File: src/rtl/ram_rr_arbiter.sv
// Shares one port of a registered-read RAM between requesters A and B.
// Clears the whole array after reset, then grants one access per cycle round-robin.
module ram_rr_arbiter #(
  parameter int unsigned ADDR_W = 8,
  parameter int unsigned DATA_W = 8
) (
  input  logic              clk,
  input  logic              rst,
  input  logic              req_a,
  input  logic              we_a,
  input  logic [ADDR_W-1:0] add_a,
  input  logic [DATA_W-1:0] din_a,
  output logic              gnt_a,
  output logic [DATA_W-1:0] dout_a,
  output logic              vld_a,
  input  logic              req_b,
  input  logic              we_b,
  input  logic [ADDR_W-1:0] add_b,
  input  logic [DATA_W-1:0] din_b,
  output logic              gnt_b,
  output logic [DATA_W-1:0] dout_b,
  output logic              vld_b,
  output logic [ADDR_W-1:0] mem_add,
  output logic [DATA_W-1:0] mem_din,
  output logic              mem_we,
  input  logic [DATA_W-1:0] mem_dout,
  output logic              init_done
);

  typedef enum logic {ST_INIT, ST_RUN} state_t;

  state_t            r_state;
  logic [ADDR_W-1:0] r_cnt;
  logic [ADDR_W-1:0] r_add_hold;
  logic              r_last_b;
  logic              r_init_done;
  logic              r_pend_a, r_pend_b;
  logic              r_vld_a, r_vld_b;
  logic [DATA_W-1:0] r_dout_a, r_dout_b;

  logic              w_run;
  logic              w_gnt_a, w_gnt_b;
  logic              w_mem_we;
  logic [ADDR_W-1:0] w_mem_add;
  logic [DATA_W-1:0] w_mem_din;

  // Nothing is granted in the reset cycle, so no access can escape to the RAM.
  assign w_run = (r_state == ST_RUN) && !rst;

  always_comb begin
    w_gnt_a = 1'b0;
    w_gnt_b = 1'b0;
    if (w_run) begin
      if (req_a && req_b) begin
        w_gnt_a = r_last_b;
        w_gnt_b = !r_last_b;
      end else begin
        w_gnt_a = req_a;
        w_gnt_b = req_b;
      end
    end
  end

  always_comb begin
    w_mem_we  = 1'b0;
    w_mem_add = r_add_hold;
    w_mem_din = '0;
    if (!rst) begin
      if (r_state == ST_INIT) begin
        w_mem_we  = 1'b1;
        w_mem_add = r_cnt;
      end else if (w_gnt_a) begin
        w_mem_we  = we_a;
        w_mem_add = add_a;
        w_mem_din = din_a;
      end else if (w_gnt_b) begin
        w_mem_we  = we_b;
        w_mem_add = add_b;
        w_mem_din = din_b;
      end
    end
  end

  always_ff @(posedge clk) begin
    if (rst) begin
      r_state     <= ST_INIT;
      r_cnt       <= '0;
      r_add_hold  <= '0;
      r_last_b    <= 1'b1;
      r_init_done <= 1'b0;
      r_pend_a    <= 1'b0;
      r_pend_b    <= 1'b0;
      r_vld_a     <= 1'b0;
      r_vld_b     <= 1'b0;
      r_dout_a    <= '0;
      r_dout_b    <= '0;
    end else begin
      r_add_hold <= w_mem_add;
      // Read pipeline: grant -> RAM registers data -> capture and flag valid.
      r_pend_a   <= w_gnt_a && !we_a;
      r_pend_b   <= w_gnt_b && !we_b;
      r_vld_a    <= r_pend_a;
      r_vld_b    <= r_pend_b;
      if (r_pend_a) r_dout_a <= mem_dout;
      if (r_pend_b) r_dout_b <= mem_dout;
      if (w_gnt_a) r_last_b <= 1'b0;
      else if (w_gnt_b) r_last_b <= 1'b1;
      if (r_state == ST_INIT) begin
        r_cnt <= r_cnt + 1'b1;
        if (r_cnt == '1) begin
          r_state     <= ST_RUN;
          r_init_done <= 1'b1;
        end
      end
    end
  end

  assign gnt_a     = w_gnt_a;
  assign gnt_b     = w_gnt_b;
  assign mem_we    = w_mem_we;
  assign mem_add   = w_mem_add;
  assign mem_din   = w_mem_din;
  assign dout_a    = r_dout_a;
  assign dout_b    = r_dout_b;
  assign vld_a     = r_vld_a;
  assign vld_b     = r_vld_b;
  assign init_done = r_init_done;

endmodule

File: config.mk
export PLATFORM = sky130hd
export DESIGN_NAME = ram_rr_arbiter
export DESIGN_NICKNAME = d
export VERILOG_FILES = /design/src/rtl/ram_rr_arbiter.sv
export SDC_FILE = /design/constraint.sdc
export NUM_CORES = 1
export LEC_CHECK = 0
export ABC_AREA = 1
export BUFFER_PORTS_ARGS = -buffer_cell sky130_fd_sc_hd__buf_4
export CELL_PAD_IN_SITES_DETAIL_PLACEMENT = 1
export CELL_PAD_IN_SITES_GLOBAL_PLACEMENT = 2
export CORE_ASPECT_RATIO = 1.25
export CORE_UTILIZATION = 25
export DETAILED_ROUTE_END_ITERATION = 10
export GPL_TIMING_DRIVEN = 0
export PLACE_DENSITY = 0.84
export SYNTH_ARGS = -nofsm -noshare
export SYNTH_HDL_FRONTEND = slang
export SYNTH_SLANG_ARGS = --single-unit
File: constraint.sdc
create_clock -name clk -period 3.4 [get_ports clk]
set_input_delay 0.17 -clock clk [delete_from_list [all_inputs] [get_ports clk]]
set_output_delay 0.17 -clock clk [all_outputs]
set_load 0.02 [all_outputs]
==> metrics.md, run 1 <==
| Metric | Value |
|---|---|
| Status | completed |
| Setup crit start kind | register |
| Crit path max fanout | 10 |
| Deepest clock path buffer count | 2 |
| DR WL/cell | 13.2 um |
| Cell Area, Synth | between 0.0015 and 0.002 sq mm |
| Yosys cell types | 24 |
| Die Y | 97.4 um |
| Diode count | 0 |
| Post-Synth Adder-Cell Area | less than 1% |
| Crit-path slowest cell | dfxtp_1 |
| Global route total overflow | 0 |
| Largest cells by area after synthesis | dfxtp_1 (43%), nand2_1 (13%), nor2_1 (8.7%) |
| GPL Wtd Cong | just under 0.8 |
| Maximum vdd drop | 0.000199 V |
| CTS root buffer | clkbuf_8 |
| Crit path launch | r_state |
| Xor/xnor share of the synthesized area | 0% |
| # Post-CTS Setup Buffers | 0 |
| Register area share after synthesis | a little over two fifths |
| Worst hold slack | 0.0392 ns |
| Core ar. | 0.00702 sq mm |
| Fmax | between 0.5 and 0.6 GHz |
| Max incr delay on CP | around 0.34 ns |
| Crit path capture type | output port |
| H-tree depth | 2 |
| Yosys reg bits | 39 |
| Crit path arrival time | 1.72 ns |
| Finished Core Util | 37.5% |
| Latest clock arrival within the worst-skew pair | 0.29 ns |
| Min-delay worst type | in -> reg |
| Worst reg2reg setup slack | roughly 2 ns |
| Period minus WS final | between 1.5 and 2 ns |
| Clk slew on worst S/H paths | around 0.070 ns |
| IO buf count | 83 |
| Worst-case reg-to-reg path depth | 6 |
| Compound-gate portion of the synthesized area | ~16% |
| Largest net degree at the start of global routing | 11 |
| Max_cap viols | 0 |
| Critical path type | reg -> out |
| Largest family of logic cells by synthesized area | simple AND/OR/NAND/NOR gates |
| Finished Cell Area | around 0.0026 sq mm |
| Post-synthesis mux area share | 0% |
| Vias | about 2000 |
| Synth warn | 0 |
| Pwr per Cell Area | 317 mW/mm^2 |
| Layout cell share with drive strength beyond 1 | around 29% |
| Commonest cells after routing, fill and taps aside | buf_4 (84), nand2_1 (62), nor2_1 (42) |
| Cell accounting for the most synthesized area | dfxtp_1 |
| Critical path required time | ~3.2 ns |
| FF-to-FF Start | r_cnt[0] |
| Number of vias per cell | about 4.4 |
| Syn Area/Cell | 6.90 sq um |
| Synth-to-Final Area Change | 44.4% |
| Total GRT Usage | between 15 and 20% |
| Synthesized Nets | slightly above 300 |
| CTS sink count | 39 |
| Setup slack after layout | between 1.5 and 2 ns |
| PostCTS Resize Cnt | 0 |
| # DRC | 0 |
| CTS tree | built |
| Antenna violations before repair | 0 |
| Nets | ~400 |
| First-pass GRT wire length | 9720 um |
| Max-slew violation count | 0 |
| Die area | between 0.007 and 0.008 sq mm |
| Wirelength, routed | approximately 6000 um |
| Post-Place Setup Slack | around 1.8 ns |
| Synthesized instance count | around 260 |
| First-pass iteration count of the detailed router | 4 |
| CTS Buf Count | 5 |
| Worst path cell trace | buf_4 -> nand3_4 -> nor2_8 -> inv_4 -> nand3_1 -> nand2_1 -> nand2_1 -> nand2_1 -> nand2_1 -> buf_4 |
| Worst R2R End | r_cnt[6] |
| Area after DPL | 0.00256 sq mm |
| Part of the cycle the worst path needs | a little under three fifths |
| Row count | 34 |
| Worst Skew | about 0.0039 ns |
| Initial Util | approximately 26% |
| Crit-path most repeated cell | nand2_1 |
| Dpl hpwl | approximately 4600 um |
| Final setup vio count | 0 |
| Slew margin rel. | a little over three fifths |
| Commonest non-fill, non-tap cell in the layout | buf_4 |
| Final TNS setup | 0 ns |
| Routed Antenna Nets | 0 |
| RSZ-0062 raised after global routing | false |
| Chip width | a little under 80 um |
| Initial drt markers | 65 |
| Worst-margin pin slew | ~0.56 ns |
| Fin. Hold Viols | 0 |
| Cts-stage hold buffer count | 0 |
| Number of I/O pins | 84 |
| Top cell type's share of synthesized area | ~43% |
| CP Capture Point | mem_add[6] |
| Simple-Gate Fraction of Synth Area | about 30% |
| Vias in the first global route | approximately 2000 |
| Pleak | between 0.001 and 0.0015 uW |
## stage by stage
step | instances | power (uW)
floorplan | 264 | 502
global placement | 437 | 558
detailed placement | 437 | 560
CTS | 443 | 848
global route | 443 | 871
finish | 443 | 834
## routing by layer
metal	global-route usage [%]	routed length, um	vias to the layer above
met1	19.1	2460	904
li1	-	-	1023
met4	6.13	114	0
met5	0	0	-
met2	28.9	3050	31
met3	3.19	196	8
## report_power, final
group | switching, uW | internal [uW] | leakage [uW]
clock | 149 | 137 | 0.0000371
sequential | 3.88 | 462 | 0.000315
combinational | 36.9 | 45.7 | 0.00101
## how the worst min path moves through the flow
stage / startpoint / endpoint / slack, ns / cells past startpoint
after global placement: we_a / r_pend_a / 0.34 / 2
final: we_a / r_pend_a / 0.04 / 2
after CTS: we_a / r_pend_a / 0.03 / 2
after global routing: we_b / r_pend_b / 0.04 / 2
after floorplan: we_a / r_pend_a / 0.24 / 1
after detailed placement: we_b / r_pend_b / 0.34 / 2
## Yosys cell counts
cell type	n
nand3_2	1
a22o_1	8
dfxtp_1	39
nor2_8	1
clkbuf_1	3
inv_1	30
buf_2	2
nand4_1	4
inv_4	1
clkinv_1	2
buf_6	2
nand3_1	9
nor2_2	2
buf_4	1
o21ai_1	5
buf_1	1
nand3_4	1
inv_2	3
nor2_1	42
nand2_1	62
nor3_1	4
ha_1	1
a21oi_1	20
o21ai_0	20
## worst max-delay path, delay by kind of cell, from the launching register on
family	cells	cell delay, ns
and+or+nand+nor	7	0.66
buffers and inverters	3	0.44
DFF	1	0.34
## cell families (layout without fill, tap and decap cells)
family / after synthesis / in the layout
adder cells (fa/ha/maj): 1 / 1
flip-flops: 39 / 39
AO/OA/AOI/OAI: 53 / 53
buffers and inverters: 45 / 134
AND/OR/NAND/NOR: 126 / 126
## final cells by class
type	count	area, sq um
Timing Repair Buffer	83	623
Sequential cell	39	781
Multi-Input combinational cell	180	848
Inverter	36	138
Tap cell	90	113
Clock buffer	6	72.6
Fill cell	925	4390
Buffer	9	55.1
## flip-flops by register name, summed over array words and instances (netlist names)
name and count:
init_done 1, dout_b 8, vld_a 1, vld_b 1
r_cnt 8, dout_a 8, r_pend_b 1, r_add_hold 8
r_state 1, r_last_b 1, r_pend_a 1
Note: power is estimated with default switching activity, not from simulation.
==> run 2: changes to the inputs <==
--- a/config.mk
+++ b/config.mk
@@ -10,10 +10,10 @@
 export CELL_PAD_IN_SITES_DETAIL_PLACEMENT = 1
 export CELL_PAD_IN_SITES_GLOBAL_PLACEMENT = 2
 export CORE_ASPECT_RATIO = 1.25
-export CORE_UTILIZATION = 25
+export CORE_UTILIZATION = 21
 export DETAILED_ROUTE_END_ITERATION = 10
 export GPL_TIMING_DRIVEN = 0
-export PLACE_DENSITY = 0.84
+export PLACE_DENSITY = 0.75
 export SYNTH_ARGS = -nofsm -noshare
 export SYNTH_HDL_FRONTEND = slang
 export SYNTH_SLANG_ARGS = --single-unit
==> constraint.sdc (replaced) <==
create_clock -name clk -period 1.6 [get_ports clk]
set_input_delay 0.08 -clock clk [delete_from_list [all_inputs] [get_ports clk]]
set_output_delay 0.08 -clock clk [all_outputs]
set_load 0.02 [all_outputs]
==> run 2 against run 1 <==
  * The flow now finishes with violations (negative setup slack)
  * Die area is 19% higher
  * Global-route usage is 1.2 points lower
  * Sequential cell count unchanged
  * Combinational power rose to 2.7 times the previous value
  * Setup slack worse by 1.6 ns
  * Clock power rose to 3.0 times the previous value
  * Clock-buffer cell count decreased by 1
  * Via count increased by 8.2%
  * Non-clock buffer count is 32 higher
  * Critical path depth decreased by 1
  * Final cell count grew 9.3%
  * Critical path type unchanged
  * Largest cell class is now non-clock buffers
==> metrics.md, run 2 (same netlist as run 1, synthesis figures left out) <==
| Metric | Value |
|---|---|
| Period minus WS final | between 1.5 and 2 ns |
| Maximum vdd drop | roughly 0.00043 V |
| CTS Buf Count | 5 |
| Setup slack after layout | -0.105 ns |
| First-pass iteration count of the detailed router | 4 |
| # DRC | 0 |
| Fin. Hold Viols | 0 |
| Worst-margin pin slew | 0.573 ns |
| First-pass GRT wire length | 10700 um |
| Routed Antenna Nets | 0 |
| Latest clock arrival within the worst-skew pair | 0.30 ns |
| Crit path max-delay family | simple AND/OR/NAND/NOR gates |
| GPL Wtd Cong | between 0.6 and 0.7 |
| Crit-path slowest cell | dfxtp_4 |
| Layout cell share with drive strength beyond 1 | between 40% and 50% |
| Largest net degree at the start of global routing | 15 |
| Worst Skew | about 0.013 ns |
| Diode count | 0 |
| Crit path max fanout | 6 |
| Core ar. | 0.00833 sq mm |
| Sequential Power Share | about 48% |
| CTS tree | built |
| Area after DPL | about 0.0026 sq mm |
| Critical path required time | 1.52 ns |
| Initial Util | between 20% and 30% |
| Max_cap viols | 0 |
| Clk slew on worst S/H paths | approximately 0.09 ns |
| Global route total overflow | 0 |
| H-tree depth | 2 |
| Fmax | a little under 0.6 GHz |
| Finished Cell Area | about 0.0032 sq mm |
| Chip width | between 80 and 90 um |
| Vias | 2128 |
| Failing checks | negative setup slack |
| Initial drt markers | 84 |
| CTS root buffer | clkbuf_8 |
| Crit path capture type | output port |
| Pwr per Cell Area | 643 mW/mm^2 |
| Total GRT Usage | between 10% and 20% |
| Vias in the first global route | ~2200 |
| Comb pwr share | between 10% and 20% |
| Min-delay worst type | in -> reg |
| Status | complete, but fails checks |
| Part of the cycle the worst path needs | 107% |
| Switching share of power | 24.0% |
| Antenna violations before repair | 0 |
| Final setup vio count | 19 |
| Pleak | 0.00159 uW |
| Die area | ~0.009 sq mm |
| Critical path type | reg -> out |
| Wirelength, routed | 6680 um |
| Buf/Inv on CP | 3 |
| Clock power frac | 41.8% |
| Switching power | 497 uW |
| IO buf count | 83 |
| Commonest cells after routing, fill and taps aside | buf_4 (78), nand2_1 (45), nor2_1 (41) |
| Commonest non-fill, non-tap cell in the layout | buf_4 |
| FF-to-FF Start | r_state |
| Dpl hpwl | roughly 4500 um |
| Finished Core Util | about two fifths |
| Synth-to-Final Area Change | 76.6% |
| P_int | 1570 uW |
| RSZ-0062 raised after global routing | true |
| Max incr delay on CP | 0.38 ns |
| Die Y | 106 um |
| Setup crit start kind | register |
| DR WL/cell | around 14 um |
| Number of I/O pins | 84 |
| Hold Path Origin | mem_dout[7] |
| Worst R2R End | r_add_hold[0] |
| Number of vias per cell | between 4 and 5 |
| WHS Endpoint | dout_b[7] |
| Max-slew violation count | 0 |
| Worst path cell trace | buf_6 -> nand3_4 -> nor2_8 -> buf_12 -> a21oi_1 -> nand2_1 -> nand2_2 -> nand2_2 -> buf_6 |
| WP depth | 9 |
| CTS sink count | 39 |
| FILL cells | a little over 1000 |
| Deepest clock path buffer count | 2 |
| Worst-case reg-to-reg path depth | 12 |
| Hold path cells | 3 |
| Worst reg2reg setup slack | -0.02 ns |
| Row count | 37 |
| Crit path arrival time | 1.63 ns |
| Nets | around 430 |
| Slew margin rel. | about three fifths |
[run 2: cell count changes in the layout (fill, tap and decap cells not counted), sizes merged]
cell,before,now
buf,89,117
inv,34,35
bufinv,0,1
dlygate4sd3,0,3
clkinvlp,0,1
[run 2: worst max path at each step]
stage / startpoint / to / slack, ns
final: r_state / mem_add[5] / -0.11
after global routing: r_state / mem_add[5] / -0.22
after CTS: r_state / mem_add[0] / -0.13
after detailed placement: r_state / mem_add[6] / 0.06
after global placement: r_state / mem_add[2] / 0.06
after floorplan: r_state / mem_din[0] / 0.30
[run 2: cell type report]
class	instances	area [sq um]	area share, %
buffer	9	62.6	1.94
clock buffer	5	68.8	2.14
clock inverter	3	46.3	1.44
inverter	36	150	4.67
multi-input combinational	180	950	29.5
sequential	39	786	24.4
tap	97	121	3.77
timing repair buffer	115	1030	32.1
[run 2: metrics by stage]
step | hold slack, ns | setup TNS, ns | std cells | power (uW) | setup slack (ns)
floorplan | 0.152 | 0 | 264 | 1070 | 0.301
global placement | 0.247 | 0 | 444 | 1190 | 0.0639
detailed placement | 0.250 | 0 | 444 | 1190 | 0.0571
CTS | 0.00501 | -2.35 | 485 | 2090 | -0.135
global route | 0.00797 | -3.18 | 484 | 2160 | -0.219
finish | 0.0144 | -1.30 | 484 | 2070 | -0.105
[run 2: tightest hold or removal path, stage by stage]
cell and delay, ns:
buf_4 0.09, nor2_1 0.04, nor2_1 0.08
[run 2: power groups by stage]
stage	registers, uW	logic [uW]	clock network [uW]
after floorplan	1010	58.1	0
after global placement	1010	177	0
after detailed placement	1010	179	0
after CTS	987	216	885
after global routing	989	241	927
final	987	219	865
[run 2: per-layer routing]
metal / GRT usage (%) / wire length, um / vias to the layer above
met4: 4.29 / 82 / 0
met1: 19.0 / 3010 / 1006
met3: 2.10 / 162 / 7
met5: 0 / 0 / -
met2: 26.6 / 3420 / 35
li1: - / - / 1080
[run 2: repair_timing]
item,CTS,global route
endpoints found under the hold margin,3,0
gates resized for setup,38,42
pin swaps,15,13
buffers inserted,29,4
hold buffers,3,0
gates cloned,1,1
setup endpoints to repair,18,25
==> run 3: changes to the inputs <==
--- a/config.mk
+++ b/config.mk
@@ -6,13 +6,13 @@
 export NUM_CORES = 1
 export LEC_CHECK = 0
 export ABC_AREA = 1
-export BUFFER_PORTS_ARGS = -buffer_cell sky130_fd_sc_hd__buf_4
+export BUFFER_PORTS_ARGS = -buffer_cell sky130_fd_sc_hd__buf_2
 export CELL_PAD_IN_SITES_DETAIL_PLACEMENT = 1
 export CELL_PAD_IN_SITES_GLOBAL_PLACEMENT = 2
 export CORE_ASPECT_RATIO = 1.25
 export CORE_UTILIZATION = 21
 export DETAILED_ROUTE_END_ITERATION = 10
-export GPL_TIMING_DRIVEN = 0
+export GPL_ROUTABILITY_DRIVEN = 0
 export PLACE_DENSITY = 0.75
 export SYNTH_ARGS = -nofsm -noshare
 export SYNTH_HDL_FRONTEND = slang
==> run 3 against run 2 <==
  * The run still ends with negative setup slack left
  * Setup slack worse by 0.020 ns
  * Die area stayed put
  * Clock power is 2% lower
  * Critical endpoint is now mem_add[2]
  * Highest routed layer unchanged
==> metrics.md, run 3 (same netlist as run 1, synthesis figures left out) <==
| Metric | Value |
|---|---|
| CTS tree | built |
| Fin. Hold Viols | 0 |
| Vias in the first global route | just over 2000 |
| Initial drt markers | 64 |
| Crit path max fanout | 5 |
| Multi-input logic area | about 900 sq um |
| Pleak | ~0.0014 uW |
| Hold Path Origin | mem_dout[2] |
| Slew margin rel. | about four fifths |
| Register cell area after layout | between 700 and 800 sq um |
| Wirelength, routed | between 6000 and 7000 um |
| Final TNS setup | -0.664 ns |
| RSZ-0062 raised after global routing | true |
| Switching power | 471 uW |
| Fmax | 0.579 GHz |
| Post-Place Setup Slack | 0.0914 ns |
| Total GRT Usage | between 10% and 20% |
| # DRC | 0 |
| Dpl hpwl | about 4300 um |
| Critical path type | reg -> out |
| Commonest non-fill, non-tap cell in the layout | buf_2 |
| Maximum vdd drop | between 0.0004 and 0.0005 V |
| Die area | 0.00905 sq mm |
| Synth-to-Final Area Change | 47.3% |
| Crit path launch | r_state |
| Status | complete, but fails checks |
| First-pass GRT wire length | about 9700 um |
| Final setup vio count | 12 |
| Finished Cell Area | about 0.0027 sq mm |
| H-tree depth | 2 |
| Initial Util | 21.9% |
| Clock power frac | a little over two fifths |
| Worst path cell trace | inv_4 -> nor2_4 -> nand3_4 -> buf_6 -> nand2_1 -> nand3_1 -> nand2_1 -> nand2_1 -> nand2_2 -> nand2_2 -> buf_6 |
| Max_cap viols | 0 |
| FF-to-FF Start | r_state |
| Routed Antenna Nets | 0 |
| Largest net degree at the start of global routing | 28 |
| Setup slack after layout | -0.126 ns |
| Crit path capture type | output port |
| Commonest cells after routing, fill and taps aside | buf_2 (75), nand2_1 (48), nor2_1 (42) |
| Core ar. | about 0.0083 sq mm |
| Row count | 37 |
| FILL cells | approximately 1100 |
| IO buf count | between 80 and 90 |
| Crit path arrival time | ~1.7 ns |
| Nets | 408 |
| Latest clock arrival within the worst-skew pair | between 0.2 and 0.3 ns |
| Deepest clock path buffer count | 2 |
| CTS Buf Count | 5 |
| Comb pwr share | 8.2% |
| DR WL/cell | about 13 um |
| Sequential Power Share | roughly 49% |
| Switching share of power | 23.6% |
| Max-slew violation count | 0 |
| Area after DPL | about 0.0024 sq mm |
| Global route total overflow | 0 |
| Antenna violations before repair | 0 |
| Max incr delay on CP | 0.39 ns |
| Number of vias per cell | 4.40 |
| Crit-path slowest cell | dfxtp_4 |
| CTS root buffer | clkbuf_8 |
| Critical path required time | approximately 1.5 ns |
| Layout cell share with drive strength beyond 1 | 35.9% |
| Pwr per Cell Area | 744 mW/mm^2 |
| Crit-path most repeated cell | nand2_1 |
| Die Y | ~110 um |
| Vias | slightly above 2000 |
| Setup crit start kind | register |
| Part of the cycle the worst path needs | 108% |
| CTS sink count | 39 |
| Min-delay worst type | in -> reg |
| First-pass iteration count of the detailed router | 4 |
| Worst Skew | approximately 0.012 ns |
| Worst-margin pin slew | ~0.30 ns |
| Period minus WS final | 1.73 ns |
| Failing checks | negative setup slack |
| Diode count | 0 |
| Number of I/O pins | between 80 and 90 |
| P_int | 1530 uW |
| Chip width | about 85 um |
| Clk slew on worst S/H paths | approximately 0.090 ns |
| Final Power | between 1500 and 2000 uW |
[run 3: worst paths after layout]
path	slack, ns	depth (start not counted)	to
setup / recovery	-0.13	11	mem_add[2]
hold / removal	0.02	3	dout_a[2]
setup reg to reg	0.19	11	r_add_hold[2]
hold reg to reg	0.49	2	init_done
[run 3: repair_timing]
action,4_1_cts,5_1_grt
gates cloned,1,0
hold buffers,2,0
resized for setup,16,27
setup endpoints to repair,18,17
pin swaps,3,7
setup buffers,2,3
hold endpoints to repair,2,0
[run 3: metal layers]
| metal | vias to the layer above | part of all wire [%] | track usage (%) |
|---|---|---|---|
| met4 | 0 | 0.70 | 3.93 |
| met2 | 40 | 53 | 25.2 |
| li1 | 1031 | - | - |
| met3 | 2 | 3.8 | 2.02 |
| met1 | 948 | 43 | 16.1 |
| met5 | - | 0 | 0 |
[run 3: through the flow]
stage                     util (%)  hold WS, ns  std cells
after floorplan                  -        0.152        264
final                         32.2       0.0229        459
after global placement        28.4        0.260        443
after detailed placement      28.4        0.264        443
after CTS                     31.0       0.0160        456
after global routing          32.2       0.0265        459
[run 3: power by group through the flow]
| stage | clock (uW) | combinational, uW | sequential, uW |
|---|---|---|---|
| floorplan | 0 | 58.1 | 1010 |
| CTS | 876 | 157 | 987 |
| global placement | 0 | 142 | 1010 |
| detailed placement | 0 | 144 | 1010 |
| global route | 910 | 183 | 989 |
| finish | 846 | 164 | 987 |
[run 3: area by class of cell]
class | instances | area share (%)
clock buffers | 5 | 2.57
repair buffers | 99 | 22.9
clock inverters | 3 | 1.73
multi-input cells | 180 | 33.6
inverters | 36 | 5.41
well taps | 97 | 4.52
flip-flops and latches | 39 | 29.3
[run 3: critical path, delay by kind of cell (launching register included)]
kind                   cells  cell delay [ns]
and+or+nand+nor            8             0.64
DFF                        1             0.39
buffers and inverters      3             0.32
